[src/rtl/memory_map_pkg.sv]
`default_nettype none
// ============================================================================
//  Module      : memory_map_pkg
//  Description : Shared constants for the CPU memory-map decoder: I/O register
//                offsets, TX status bit positions and a status packing helper.
//  Revision    : 1.0  initial release
// ============================================================================
package memory_map_pkg;

    // I/O register offsets relative to IO_BASE
    localparam logic [15:0] OFF_LEDS     = 16'd0;
    localparam logic [15:0] OFF_SWITCHES = 16'd1;
    localparam logic [15:0] OFF_TX       = 16'd2;
    localparam logic [15:0] OFF_TIMER    = 16'd3;
    localparam logic [15:0] OFF_CTRL     = 16'd4;

    // TX status word layout
    localparam int ST_FULL      = 0;
    localparam int ST_EMPTY     = 1;
    localparam int ST_OVERFLOW  = 2;
    localparam int ST_COUNT_LSB = 4;
    localparam int ST_COUNT_W   = 5;

    // Width of the LED and switch registers
    localparam int LED_W = 10;

    // Assemble the TX status word; unused bits read as zero
    function automatic logic [15:0] pack_status(
        input logic                  full,
        input logic                  empty,
        input logic                  overflow,
        input logic [ST_COUNT_W-1:0] count
    );
        logic [15:0] s;
        s                                 = '0;
        s[ST_FULL]                        = full;
        s[ST_EMPTY]                       = empty;
        s[ST_OVERFLOW]                    = overflow;
        s[ST_COUNT_LSB +: ST_COUNT_W]     = count;
        return s;
    endfunction

endpackage : memory_map_pkg
`default_nettype wire

[src/rtl/memory_map_tx_fifo.sv]
`default_nettype none
// ============================================================================
//  Module      : tx_fifo
//  Description : Synchronous FIFO with occupancy count. Pushes while full and
//                pops while empty are ignored; overflow tracking is left to
//                the instantiating block.
//  Revision    : 1.0  initial release
// ============================================================================
module tx_fifo #(
    parameter  int DEPTH  = 8,
    parameter  int WIDTH  = 8,
    localparam int ADDR_W = $clog2(DEPTH),
    localparam int CNT_W  = ADDR_W + 1
) (
    input  logic             clk_i,
    input  logic             rst_ni,
    input  logic             push_i,
    input  logic [WIDTH-1:0] data_i,
    input  logic             pop_i,
    output logic             full_o,
    output logic             empty_o,
    output logic [CNT_W-1:0] count_o,
    output logic [WIDTH-1:0] head_o
);

    logic [WIDTH-1:0]  mem_q [DEPTH];
    logic [ADDR_W-1:0] wr_ptr_q, wr_ptr_d;
    logic [ADDR_W-1:0] rd_ptr_q, rd_ptr_d;
    logic [CNT_W-1:0]  count_q,  count_d;

    logic w_push;
    logic w_pop;

    assign full_o  = (count_q == CNT_W'(DEPTH));
    assign empty_o = (count_q == '0);
    assign count_o = count_q;
    assign head_o  = mem_q[rd_ptr_q];

    assign w_push = push_i & ~full_o;
    assign w_pop  = pop_i  & ~empty_o;

    // Next pointer/count; power-of-two depth lets the pointers wrap naturally
    always_comb begin
        wr_ptr_d = wr_ptr_q;
        rd_ptr_d = rd_ptr_q;
        count_d  = count_q;
        if (w_push) begin
            wr_ptr_d = wr_ptr_q + 1'b1;
        end
        if (w_pop) begin
            rd_ptr_d = rd_ptr_q + 1'b1;
        end
        case ({w_push, w_pop})
            2'b10:   count_d = count_q + 1'b1;
            2'b01:   count_d = count_q - 1'b1;
            default: count_d = count_q;
        endcase
    end

    // Pointer and count state; reset empties the FIFO immediately
    always_ff @(posedge clk_i or negedge rst_ni) begin
        if (!rst_ni) begin
            wr_ptr_q <= '0;
            rd_ptr_q <= '0;
            count_q  <= '0;
        end else begin
            wr_ptr_q <= wr_ptr_d;
            rd_ptr_q <= rd_ptr_d;
            count_q  <= count_d;
        end
    end

    // Storage array; contents need no reset since the count gates visibility
    always_ff @(posedge clk_i) begin
        if (w_push) begin
            mem_q[wr_ptr_q] <= data_i;
        end
    end

endmodule : tx_fifo
`default_nettype wire

[src/rtl/memory_map.sv]
`default_nettype none
// ============================================================================
//  Module      : memory_map
//  Description : Address decoder between the CPU memory port and block RAM,
//                with an I/O register bank above IO_BASE (LEDs, synchronised
//                switches, buffered byte transmit FIFO, free-running timer).
//                Read data has the same one-cycle latency as the block RAM.
//                Optional feature macro: MEMORY_MAP_TIMER_EN (timer at
//                offset 3; without it offset 3 reads 0 and ignores writes).
//  Revision    : 1.0  initial release
// ============================================================================
module memory_map
    import memory_map_pkg::*;
#(
    parameter logic [15:0] IO_BASE    = 16'hFF00,
    parameter int          FIFO_DEPTH = 8
) (
    input  logic             clock,
    input  logic             reset,
    input  logic             cpu_write_enable,
    input  logic [15:0]      cpu_address,
    input  logic [15:0]      cpu_write_data,
    output logic [15:0]      cpu_read_data,
    output logic             ram_write_enable,
    output logic [15:0]      ram_address,
    output logic [15:0]      ram_write_data,
    input  logic [15:0]      ram_read_data,
    input  logic [LED_W-1:0] switches,
    output logic [LED_W-1:0] leds,
    output logic [7:0]       tx_data,
    output logic             tx_valid,
    input  logic             tx_ready
);

    localparam int CNT_W = $clog2(FIFO_DEPTH) + 1;

    // Decode
    logic        w_io_hit;
    logic [15:0] w_offset;
    logic        w_io_wr;
    logic        w_wr_leds;
    logic        w_wr_tx;
    logic        w_wr_timer;
    logic        w_wr_ctrl;

    // FIFO interface
    logic             w_push;
    logic             w_pop;
    logic             w_full;
    logic             w_empty;
    logic [CNT_W-1:0] w_count;

    // Register state
    logic [LED_W-1:0] leds_q, leds_d;
    logic [LED_W-1:0] sw_meta_q;
    logic [LED_W-1:0] sw_sync_q;
    logic             ovf_q, ovf_d;
    logic             io_hit_q;
    logic [15:0]      io_rdata_q, io_rdata_d;
    logic [15:0]      w_timer_value;

    assign w_io_hit = (cpu_address >= IO_BASE);
    assign w_offset = cpu_address - IO_BASE;

    // RAM sees the CPU port directly; only the write strobe is qualified
    assign ram_write_enable = cpu_write_enable & ~w_io_hit;
    assign ram_address      = cpu_address;
    assign ram_write_data   = cpu_write_data;

    assign w_io_wr    = cpu_write_enable & w_io_hit;
    assign w_wr_leds  = w_io_wr & (w_offset == OFF_LEDS);
    assign w_wr_tx    = w_io_wr & (w_offset == OFF_TX);
    assign w_wr_timer = w_io_wr & (w_offset == OFF_TIMER);
    assign w_wr_ctrl  = w_io_wr & (w_offset == OFF_CTRL);

    // A push into a full FIFO is dropped even if a pop frees a slot this cycle
    assign w_push   = w_wr_tx & ~w_full;
    assign w_pop    = tx_valid & tx_ready;
    assign tx_valid = ~w_empty;
    assign leds     = leds_q;

    tx_fifo #(
        .DEPTH (FIFO_DEPTH),
        .WIDTH (8)
    ) u_tx_fifo (
        .clk_i   (clock),
        .rst_ni  (reset),
        .push_i  (w_push),
        .data_i  (cpu_write_data[7:0]),
        .pop_i   (w_pop),
        .full_o  (w_full),
        .empty_o (w_empty),
        .count_o (w_count),
        .head_o  (tx_data)
    );

    // LED next state and sticky overflow (set has priority over clear)
    always_comb begin
        leds_d = leds_q;
        ovf_d  = ovf_q;
        if (w_wr_leds) begin
            leds_d = cpu_write_data[LED_W-1:0];
        end
        if (w_wr_tx & w_full) begin
            ovf_d = 1'b1;
        end else if (w_wr_ctrl & cpu_write_data[0]) begin
            ovf_d = 1'b0;
        end
    end

    // LED, overflow and two-flop switch synchroniser state
    always_ff @(posedge clock or negedge reset) begin
        if (!reset) begin
            leds_q    <= '0;
            ovf_q     <= 1'b0;
            sw_meta_q <= '0;
            sw_sync_q <= '0;
        end else begin
            leds_q    <= leds_d;
            ovf_q     <= ovf_d;
            sw_meta_q <= switches;
            sw_sync_q <= sw_meta_q;
        end
    end

`ifdef MEMORY_MAP_TIMER_EN
    logic [15:0] timer_q, timer_d;

    // Free-running timer; a CPU write overrides the increment
    always_comb begin
        timer_d = timer_q + 16'd1;
        if (w_wr_timer) begin
            timer_d = cpu_write_data;
        end
    end

    // Timer state
    always_ff @(posedge clock or negedge reset) begin
        if (!reset) begin
            timer_q <= '0;
        end else begin
            timer_q <= timer_d;
        end
    end

    assign w_timer_value = timer_q;
`else
    // No timer: offset 3 reads zero and writes are discarded
    logic w_unused_timer;
    assign w_unused_timer = ^{cpu_write_data[15:LED_W], w_wr_timer};
    assign w_timer_value  = '0;
`endif

    // I/O read mux; values are those held before the current edge updates
    always_comb begin
        io_rdata_d = '0;
        if (w_io_hit) begin
            case (w_offset)
                OFF_LEDS:     io_rdata_d = 16'(leds_q);
                OFF_SWITCHES: io_rdata_d = 16'(sw_sync_q);
                OFF_TX:       io_rdata_d = pack_status(w_full, w_empty, ovf_q,
                                                       ST_COUNT_W'(w_count));
                OFF_TIMER:    io_rdata_d = w_timer_value;
                default:      io_rdata_d = '0;
            endcase
        end
    end

    // Read pipeline stage matching the block RAM's registered output
    always_ff @(posedge clock or negedge reset) begin
        if (!reset) begin
            io_hit_q   <= 1'b0;
            io_rdata_q <= '0;
        end else begin
            io_hit_q   <= w_io_hit;
            io_rdata_q <= io_rdata_d;
        end
    end

    assign cpu_read_data = io_hit_q ? io_rdata_q : ram_read_data;

endmodule : memory_map
`default_nettype wire
[config.mk]
export PLATFORM = sky130hd
export DESIGN_NAME = memory_map
export DESIGN_NICKNAME = d
export VERILOG_FILES = /design/src/rtl/memory_map_pkg.sv /design/src/rtl/memory_map_tx_fifo.sv /design/src/rtl/memory_map.sv
export SDC_FILE = /design/constraint.sdc
export NUM_CORES = 1
export LEC_CHECK = 0
export ABC_AREA = 1
export CAP_MARGIN = 20
export CORE_MARGIN = 2
export CORE_UTILIZATION = 30
export DETAILED_ROUTE_END_ITERATION = 10
export PLACE_DENSITY_LB_ADDON = 0.12
export SLEW_MARGIN = 20
export SYNTH_ARGS = -nofsm -noshare
export SYNTH_HDL_FRONTEND = slang
export SYNTH_SLANG_ARGS = --single-unit
export TNS_END_PERCENT = 30
[constraint.sdc]
create_clock -name clock -period 2.3 [get_ports clock]
set_input_delay 0.46 -clock clock [delete_from_list [all_inputs] [get_ports clock]]
set_output_delay 0.46 -clock clock [all_outputs]
set_load 0.01 [all_outputs]
==> key figures <==
Global routing
  – GRT Util Overall: ~14%
  – First-pass GRT wire length: between 15 and 20 mm
  – Largest net degree at the start of global routing: 35
  – Vias in the first global route: 3,750
  – Antenna violations before repair: 0
  – Total grt overflow: 0

Layout
  – # nets final: ~670
  – N_diodes: 0
  – Core Util, Final: between 40% and 50%
  – Most frequent cells in the layout: 107 x clkdlybuf4s50_1, 84 x nand2_1, 64 x edfxtp_1
  – Most common cell after layout, fill and taps aside: clkdlybuf4s50_1
  – Share of layout cells above drive strength 1: between 15 and 20%
  – P&R area growth vs syn: 41.4%

Clocking
  – Clock transition at the registers of the reported paths: approximately 0.050 ns
  – CTS tree: done
  – Htree depth: 4
  – Clock Sinks: 116
  – Clk_lat worst skew: 0.39 ns
  – Root buffer cell: clkbuf_16
  – CTS buffer count: 17
  – Longest Clk Path Bufs: 2

Detailed routing
  – Antenna Nets Post-Route: 0
  – Post-route DRC violation count: 0
  – Drt initial violations: ~170
  – Vias per cell: 4.45
  – Pre-antenna DRT Iters: 4
  – WL/cell: roughly 15 um
  – Final wirelength: between 10 and 15 mm
  – Via count: approximately 3,700

STA
  – Final hold violation count: 0
  – Final setup fails: 0
  – RSZ-0062 raised after global routing: true
  – Period Utilization, post-route: 97.1%
  – Max_slew headroom: 57.7%
  – FMAX: approximately 450 MHz
  – Post-route setup TNS: 0 ns
  – Post-route clock skew: around 0.0056 ns
  – Worst Max-Slew Pin Slew: between 0.6 and 0.7 ns
  – Slew Viols, Final: 0
  – Hold_ws: approximately 0.086 ns
  – Tmin final: about 2.2 ns

Yosys
  – EDFF count, synth: between 60 and 70
  – Post-Synthesis Cells: 468
  – Post-synthesis cell type count: 34
  – Post-synthesis sequential area ratio: between 60 and 70%
  – Cell area after synthesis: approximately 5100 um2
  – Main flop type after synthesis: edfxtp_1
  – Yosys warns: 0
  – Avg Inst Size Synth: around 11 um2
  – Post-Syn Nets: 535
  – FFs w/ async S/R, synth: ~45%
  – Post-synthesis register bit count: about 120

Floorplan
  – Core footprint: 16,600 um2
  – Chip width: about 130 um
  – Ports: 130
  – Rows: 47
  – Initial Util: a little under a third
  – Die ar.: between 15,000 and 20,000 um2
  – DIE HEIGHT: around 130 um

Power and ir drop
  – Peak supply drop: 0.000595 V
  – Tot Pwr: around 6.8 mW
  – Pleak: 3.03 nW
  – Pwr Density: between 900 and 1000 nW/um2

Status
  – Status: finished, final reports clean

Setup path
  – Crit end category: output pin
  – Critical path data required time: roughly 1.8 ns
  – WS Path Type: register to output pin
  – Worst R2R Setup Slack: around 0.25 ns
  – Startpoint Class: register
  – Worst EP arrival: 1.77 ns
  – Maximum fanout along the worst path: 13

Placement
  – Gpl congestion: about 0.75
  – Port Buffers: 117
  – Dpl hpwl: slightly below 9 mm

Run
  – Max-cap viol count: 0

Hold path
  – Worst hold path class: input port to async pin
## registers in the layout, summed over array words and instances, names as in the netlist
name / count
io_hit_q: 1
io_rdata_q: 10
leds: 10
ovf_q: 1
sw_meta_q: 10
sw_sync_q: 10
u_tx_fifo.count_o: 4
u_tx_fifo.mem_q: 64
u_tx_fifo.rd_ptr_q: 3
u_tx_fifo.wr_ptr_q: 3
## area by class of cell
cell class,count,area [um2]
well taps,220,275
fillers,1554,9400
flip-flops and latches,116,3220
clock buffers,27,524
inverters,36,135
multi-input cells,271,1480
clock inverters,4,45.0
repair buffers,163,1560
## stage by stage
step           instances  worst slack (ns)  instance area [um2]
2_1_floorplan        468             0.174                 5120
3_3_place_gp         803            -0.152                 6630
3_5_place_dp         803            -0.293                 6630
4_1_cts              837           -0.0315                 7240
5_1_grt              837           -0.0436                 7240
6_report             837            0.0662                 7240
## layer usage
layer  track usage, %  part of all wire [%]  vias up  routed length (um)
li1                 -                     -     1827                   -
met1             17.2                    44     1794                5380
met2             23.1                    51       94                6220
met3             3.68                   3.9        9                 480
met4             5.03                   1.1        0                 131
met5                0                     0        -                   0
## critical path, stage by stage (launching register included)
cell and delay [ns]:
dfrtp_1 0.41, inv_2 0.07, buf_4 0.14, buf_12 0.14, o21ai_1 0.13, o21ai_0 0.09
nand2_1 0.07, nand2_1 0.05, dlygate4sd2_1 0.28
## cell families (layout without fill, tap and decap cells)
| group | after synthesis | in the layout | share of synthesized area, % |
|---|---|---|---|
| adder cells (fa/ha/maj) | 5 | 5 | 1.22 |
| XOR/XNOR | 6 | 6 | 1.03 |
| AO/OA/AOI/OAI | 59 | 59 | 5.96 |
| AND/OR/NAND/NOR | 183 | 183 | 16.5 |
| buffers and inverters | 81 | 230 | 8.58 |
| flip-flops | 116 | 116 | 62.9 |
| multiplexers | 18 | 18 | 3.76 |
## synthesized netlist by cell type (6+ instances only)
master / count / area (um2)
inv_1: 32 / 120
o21ai_1: 9 / 45.0
nor3_1: 10 / 50.1
clkbuf_1: 6 / 22.5
nand3_1: 14 / 70.1
mux2i_1: 8 / 80.1
edfxtp_1: 64 / 1920
buf_2: 6 / 30.0
o21ai_0: 38 / 190
dfrtp_1: 52 / 1300
o22ai_1: 8 / 50.1
buf_4: 32 / 240
mux2_2: 10 / 113
nand4_1: 9 / 56.3
nand2_1: 84 / 315
nor2_1: 54 / 203
## worst paths after layout
kind | start | end | cells after the start
min in group clock | sw_meta_q[8]$_DFF_PN0_ | sw_sync_q[8]$_DFF_PN0_ | 0
setup / recovery | u_tx_fifo.rd_ptr_q[0]$_DFFE_PN0P_ | tx_data[1] | 8
setup reg to reg | u_tx_fifo.count_o[0]$_DFFE_PN0P_ | u_tx_fifo.count_o[2]$_DFFE_PN0P_ | 11
max in group asynchronous | reset | leds[2]$_DFFE_PN0P_ | 2
hold / removal | reset | sw_meta_q[9]$_DFF_PN0_ | 1
hold reg to reg | sw_meta_q[8]$_DFF_PN0_ | sw_sync_q[8]$_DFF_PN0_ | 0
## where the power goes
part           internal (mW)  total (mW)  leakage (nW)  switching [mW]
Combinational          0.889        1.90          1.53            1.01
Sequential              2.28        2.37          1.22          0.0879
Clock                   1.65        2.48         0.282           0.831
Total                   4.83        6.75          3.03            1.92
## timing repair
action | CTS | global route
pin swaps | 1 | 1
gates resized for setup | 21 | 17
endpoints found under the setup margin | 19 | 9
cloned | 1 | 0
hold buffers | 0 | 0
hold endpoints to repair | 0 | 0
buffers inserted | 2 | 0
Note: power is estimated with default switching activity, not from simulation.
==> variant 1 (config.mk and constraints unchanged) <==
`FIFO_DEPTH`: 8 -> 16.
--- a/src/rtl/memory_map.sv
+++ b/src/rtl/memory_map.sv
@@ -13,7 +13,7 @@
     import memory_map_pkg::*;
 #(
     parameter logic [15:0] IO_BASE    = 16'hFF00,
-    parameter int          FIFO_DEPTH = 8
+    parameter int          FIFO_DEPTH = 16
 ) (
     input  logic             clock,
     input  logic             reset,
Function: changed (a bounded check fails within 10 cycles, from zero or initial values and one cycle with reset low).
==> variant 1 against the original RTL <==
The flow now finishes with violations (negative setup slack). Worst setup slack lost 170 ps. Synthesized area grew 55%. Count of clock-buffer cells in the layout shrank 9. Design area grew 49%. Sequential cell count grew 67. Power grew 59%. Synthesized cell count grew 48%. Routed wire length grew 85%. Largest cell class unchanged.
==> variant 1: results (changes against the original RTL) <==
clock latency on the worst-skew pair=440 ps (+50 ps); met3 wire length=1010 um (+110%); YS warnings=0 (unchanged); P_int=7.02 mW (+45%); endpoints failing setup=8 (+8); number of distinct standard cells referenced by the synthesized netlist=31 (-8.8%); WL per Instance=18.7 um (+28%); Max VDD drop=490 uV (-18%); portion of total power attributed to combinational logic=38.1% (+10 points); global routing met3 resource utilization=2.95% (-0.73 points); final antenna diode count=0 (unchanged); Final nets=931 (+39%); run status=finished, violations left; Worst Setup Slack post-DPL=-509 ps (-216 ps); Total Wirelength=22600 um (+85%); length of the first detailed-routing pass in iterations=5 (+1); global-route met2 utilization=26.5% (+3.4 points); estimated wirelength of the detail-placed design=14900 um (+69%); slew margin rel.=53.5% (-4.2 points); layout cell share with drive strength beyond 1=21.8% (+4.4 points); via count of the first global-routing pass=5723 (+53%); startpoint of the most critical register-to-register path=u_tx_fifo.count_o[2]$_DFFE_PN0P_; number of cells upsized or downsized after cts=92 (+340%); violations in the final reports=negative setup slack; setup bufs post-CTS=10 (+8); total length of routed met2 wires=10900 um (+75%); number of flip-flops under the largest register name=128 (+100%); largest clock skew in the final design=17.0 ps (+11.4 ps); global placer's final weighted congestion=0.794 (+6.4%); end of the worst register-to-register path=u_tx_fifo.count_o[4]$_DFFE_PN0P_; power of the clock network=2.91 mW (+17%); via density per instance=4.77 (+7.2%); dpl cell area=9820 um^2 (+48%); maximum fanout count along the critical path=5 (-8); Syn Area/Cell=11.4 um^2 (+4.6%); internal reg-to-reg setup slack=190 ps (-60 ps); overall global routing resource usage=16.3% (+2.5 points); Clk pin slew, worst setup/hold paths=70 ps (+20 ps); leakage power total=4.12 nW (+36%); most area-consuming cells after synthesis=edfxtp_1, dfrtp_1, nor2_1, o21ai_0, o211ai_1; placed cell count=1161 (+45%); maximum number of pins on one net before global-route repair=56 (+60%); first-pass GRT wire length=34100 um (+78%); sequential area share after synthesis=65.7% (+2.8 points); Async S/R FF share, synth=30.1% (-15 points); depth of the most critical reg-to-reg path=15 (+4); post-synthesis net count=764 (+43%); 1st-iter DRT viols=377 (+120%); capture point of the worst path=tx_data[4]; number of flops mapped to enable cells by yosys=128 (+100%); fin worst setup slack=-101 ps (-167 ps); global routing met1 resource utilization=22.0% (+4.8 points); most instantiated cells after synthesis=edfxtp_1, nor2_1, o21ai_0, nand2_1, dfrtp_1; Metal-1 WL=10300 um (+92%); worst endpoint data arrival time=1940 ps (+170 ps)
-- variant 1: per-stage QoR --
| step | TNS, ps | total power [mW] |
|---|---|---|
| after floorplan | 0 | 5.63 |
| after global placement | -28510 | 7.16 |
| after detailed placement | -34060 | 7.21 |
| after CTS | -986 | 10.9 |
| after global routing | -1610 | 11.3 |
| final | -545 | 10.8 |
-- variant 1: cell type report --
type,instances,area (um^2)
multi-input cells,404,2250
fillers,2464,15300
well taps,335,419
clock buffers,18,429
clock inverters,13,159
repair buffers,212,2110
flip-flops and latches,183,5230
inverters,43,166
-- variant 1: how the worst min path moves through the flow --
| stage | slack, ps | end | from |
|---|---|---|---|
| after global routing | 210 | u_tx_fifo.rd_ptr_q[3]$_DFFE_PN0P_ | reset |
| after detailed placement | 340 | sw_sync_q[9]$_DFF_PN0_ | sw_meta_q[9]$_DFF_PN0_ |
| final | 150 | u_tx_fifo.rd_ptr_q[3]$_DFFE_PN0P_ | reset |
| after CTS | 180 | u_tx_fifo.rd_ptr_q[3]$_DFFE_PN0P_ | reset |
| after global placement | 340 | sw_sync_q[9]$_DFF_PN0_ | sw_meta_q[9]$_DFF_PN0_ |
| after floorplan | 160 | io_hit_q$_DFF_PN0_ | reset |
-- variant 1: critical path, stage by stage (launching register included) --
cell and delay (ps):
dfrtp_2 410, clkinv_4 120, buf_12 160, buf_16 140, nor2_1 100, nor2_1 70
o21ai_2 60, o211ai_1 110, nand3_1 120, nand2_1 80, buf_2 140
-- variant 1: cells by family after synthesis --
family	count (synthesis)	synth area share, %
compound gates	125	9.07
buf+inv	107	7.09
xor+xnor	10	1.10
flops	183	65.7
fa+ha+maj	8	1.26
mux	10	1.42
simple gates	251	14.3
==> variant 2 (same settings) <==
Without the edit above. One comparison of `count_q` changes from == to >=.
--- a/src/rtl/memory_map_tx_fifo.sv
+++ b/src/rtl/memory_map_tx_fifo.sv
@@ -31,7 +31,7 @@
     logic w_push;
     logic w_pop;
 
-    assign full_o  = (count_q == CNT_W'(DEPTH));
+    assign full_o  = (count_q >= CNT_W'(DEPTH));
     assign empty_o = (count_q == '0);
     assign count_o = count_q;
     assign head_o  = mem_q[rd_ptr_q];
Check against the original RTL: same outputs for any inputs over 4 cycles, from zero or initial values and one cycle with reset low; that may be too few to reach the edited logic, so the function may still have changed.
==> variant 2 against the original RTL <==
Synthesized area down 0.93%. Routed wire length is 8.1% higher. Design area fell by 1.3%. Sequential cell count stayed put. Power decreased by 0.97%. Count of clock-buffer cells in the layout down 3. Worst setup slack got worse by 18 ps. Critical path depth unchanged.
==> variant 2: results (changes against the original RTL) <==
CP max stage delay=450 ps (+40 ps); actual transition at the worst max-transition pin=674 ps (+39.3 ps); first-pass GRT wire length=21400 um (+12%); Async S/R FF share, synth=44.8% (unchanged); global placer's final weighted congestion=0.766 (+2.7%); Total Wirelength=13200 um (+8.1%); most used flip-flop cell after synthesis=edfxtp_1; Crit path max-delay family=buffers and inverters; Worst Setup Slack post-DPL=-451 ps (-158 ps); maximum number of pins on one net before global-route repair=53 (+51%); Max H-tree Level=4 (unchanged); global routing met1 resource utilization=19.3% (+2.1 points); sequential area share after synthesis=63.5% (+0.59 points); P_int=4.71 mW (-2.4%); run status=finished, final reports clean; vias post-DR=3738 (+0.38%); length of the first detailed-routing pass in iterations=5 (+1); final hold violations=0 (unchanged); post-synthesis net count=554 (+3.6%); number of buffers inserted by hold repair at cts=0 (unchanged); YS warnings=0 (unchanged); clock latency on the worst-skew pair=410 ps (+20 ps); most instantiated cells after synthesis=nand2_1, nor2_1, edfxtp_1, dfrtp_1, o21ai_0; filler instances=1620 (+4.2%); Clk pin slew, worst setup/hold paths=50 ps (about the same); worst-path cell with the longest stage delay=dfrtp_2; Max VDD drop=613 uV (+3.1%); overall global routing resource usage=15.9% (+2.1 points); IO buf count=117 (unchanged); largest clock skew in the final design=7.78 ps (+2.17 ps); Biggest register=u_tx_fifo.mem_q; final antenna diode count=0 (unchanged); most area-consuming cells after synthesis=edfxtp_1, dfrtp_1, nand2_1, nor2_1, o21ai_0; leakage power total=3.00 nW (-0.93%); number of flip-flops under the largest register name=64 (unchanged); global-route met2 utilization=26.6% (+3.5 points); global routing met3 resource utilization=5.40% (+1.7 points); Final nets=688 (+2.4%); maximum fanout count along the critical path=22 (+9); worst endpoint data arrival time=1790 ps (+20 ps); Num CTS Buffers=17 (unchanged); 1st-iter DRT viols=167 (-2.9%); estimated wirelength of the detail-placed design=9160 um (+4.1%); via count of the first global-routing pass=3901 (+4.0%); number of distinct standard cells referenced by the synthesized netlist=30 (-12%); clock root buffer=clkbuf_16; layout cell share with drive strength beyond 1=16.7% (-0.60 points)
variant 2: final timing paths:
check	startpoint	endpoint	slack (ps)	cells past startpoint
min in group clock	sw_meta_q[0]$_DFF_PN0_	sw_sync_q[0]$_DFF_PN0_	340	0
max reg2reg	u_tx_fifo.count_o[1]$_DFFE_PN0P_	u_tx_fifo.count_o[2]$_DFFE_PN0P_	150	14
min	reset	sw_meta_q[8]$_DFF_PN0_	180	2
min reg2reg	sw_meta_q[0]$_DFF_PN0_	sw_sync_q[0]$_DFF_PN0_	340	0
max in group asynchronous	reset	u_tx_fifo.rd_ptr_q[0]$_DFFE_PN0P_	1630	2
max	u_tx_fifo.rd_ptr_q[0]$_DFFE_PN0P_	tx_data[6]	50	8
variant 2: logic make-up (layout without fill, tap and decap cells):
logic type      Yosys count  count (layout)  synth area share, %
compound gates           54              54                 5.38
xor+xnor                  5               5                0.863
fa+ha+maj                 5               5                 1.23
buf+inv                  73             219                 7.99
flops                   116             116                 63.5
mux                      10              10                 2.22
simple gates            224             224                 18.8
variant 2: power by group through the flow:
stage	Combinational, mW	Sequential (mW)	Clock (mW)
2_1_floorplan	1.03	2.38	0
3_3_place_gp	1.90	2.40	0
3_5_place_dp	1.93	2.41	0
4_1_cts	1.86	2.38	2.50
5_1_grt	2.12	2.39	2.61
6_report	1.86	2.38	2.44
variant 2: stage by stage:
stage          instances  util, %  area, um^2  hold WS (ps)  total power, mW
2_1_floorplan        487        -        5080           164             3.42
3_3_place_gp         822     39.7        6580           332             4.31
3_5_place_dp         822     39.7        6580           335             4.34
4_1_cts              853     43.0        7130           189             6.74
5_1_grt              853     43.1        7150           208             7.12
6_report             853     43.1        7150           176             6.69
variant 2: repair_timing:
item                                   4_1_cts  5_1_grt
pin swaps                                    0        2
endpoints found under the hold margin        0        0
setup endpoints to repair                   11       19
resized for setup                           13       33
buffers inserted                             0        0
variant 2: cell type report:
| cell class | instances | area share [%] |
|---|---|---|
| tap | 220 | 3.85 |
| clock buffer | 24 | 6.46 |
| inverter | 28 | 1.47 |
| sequential | 116 | 45.1 |
| timing repair buffer | 160 | 21.3 |
| clock inverter | 7 | 1.15 |
| multi-input combinational | 298 | 20.7 |
variant 2: routing by layer:
layer	vias to the layer above	wire, um
li1	1862	-
met5	-	0
met4	0	149
met2	100	6620
met3	16	733
met1	1760	5700
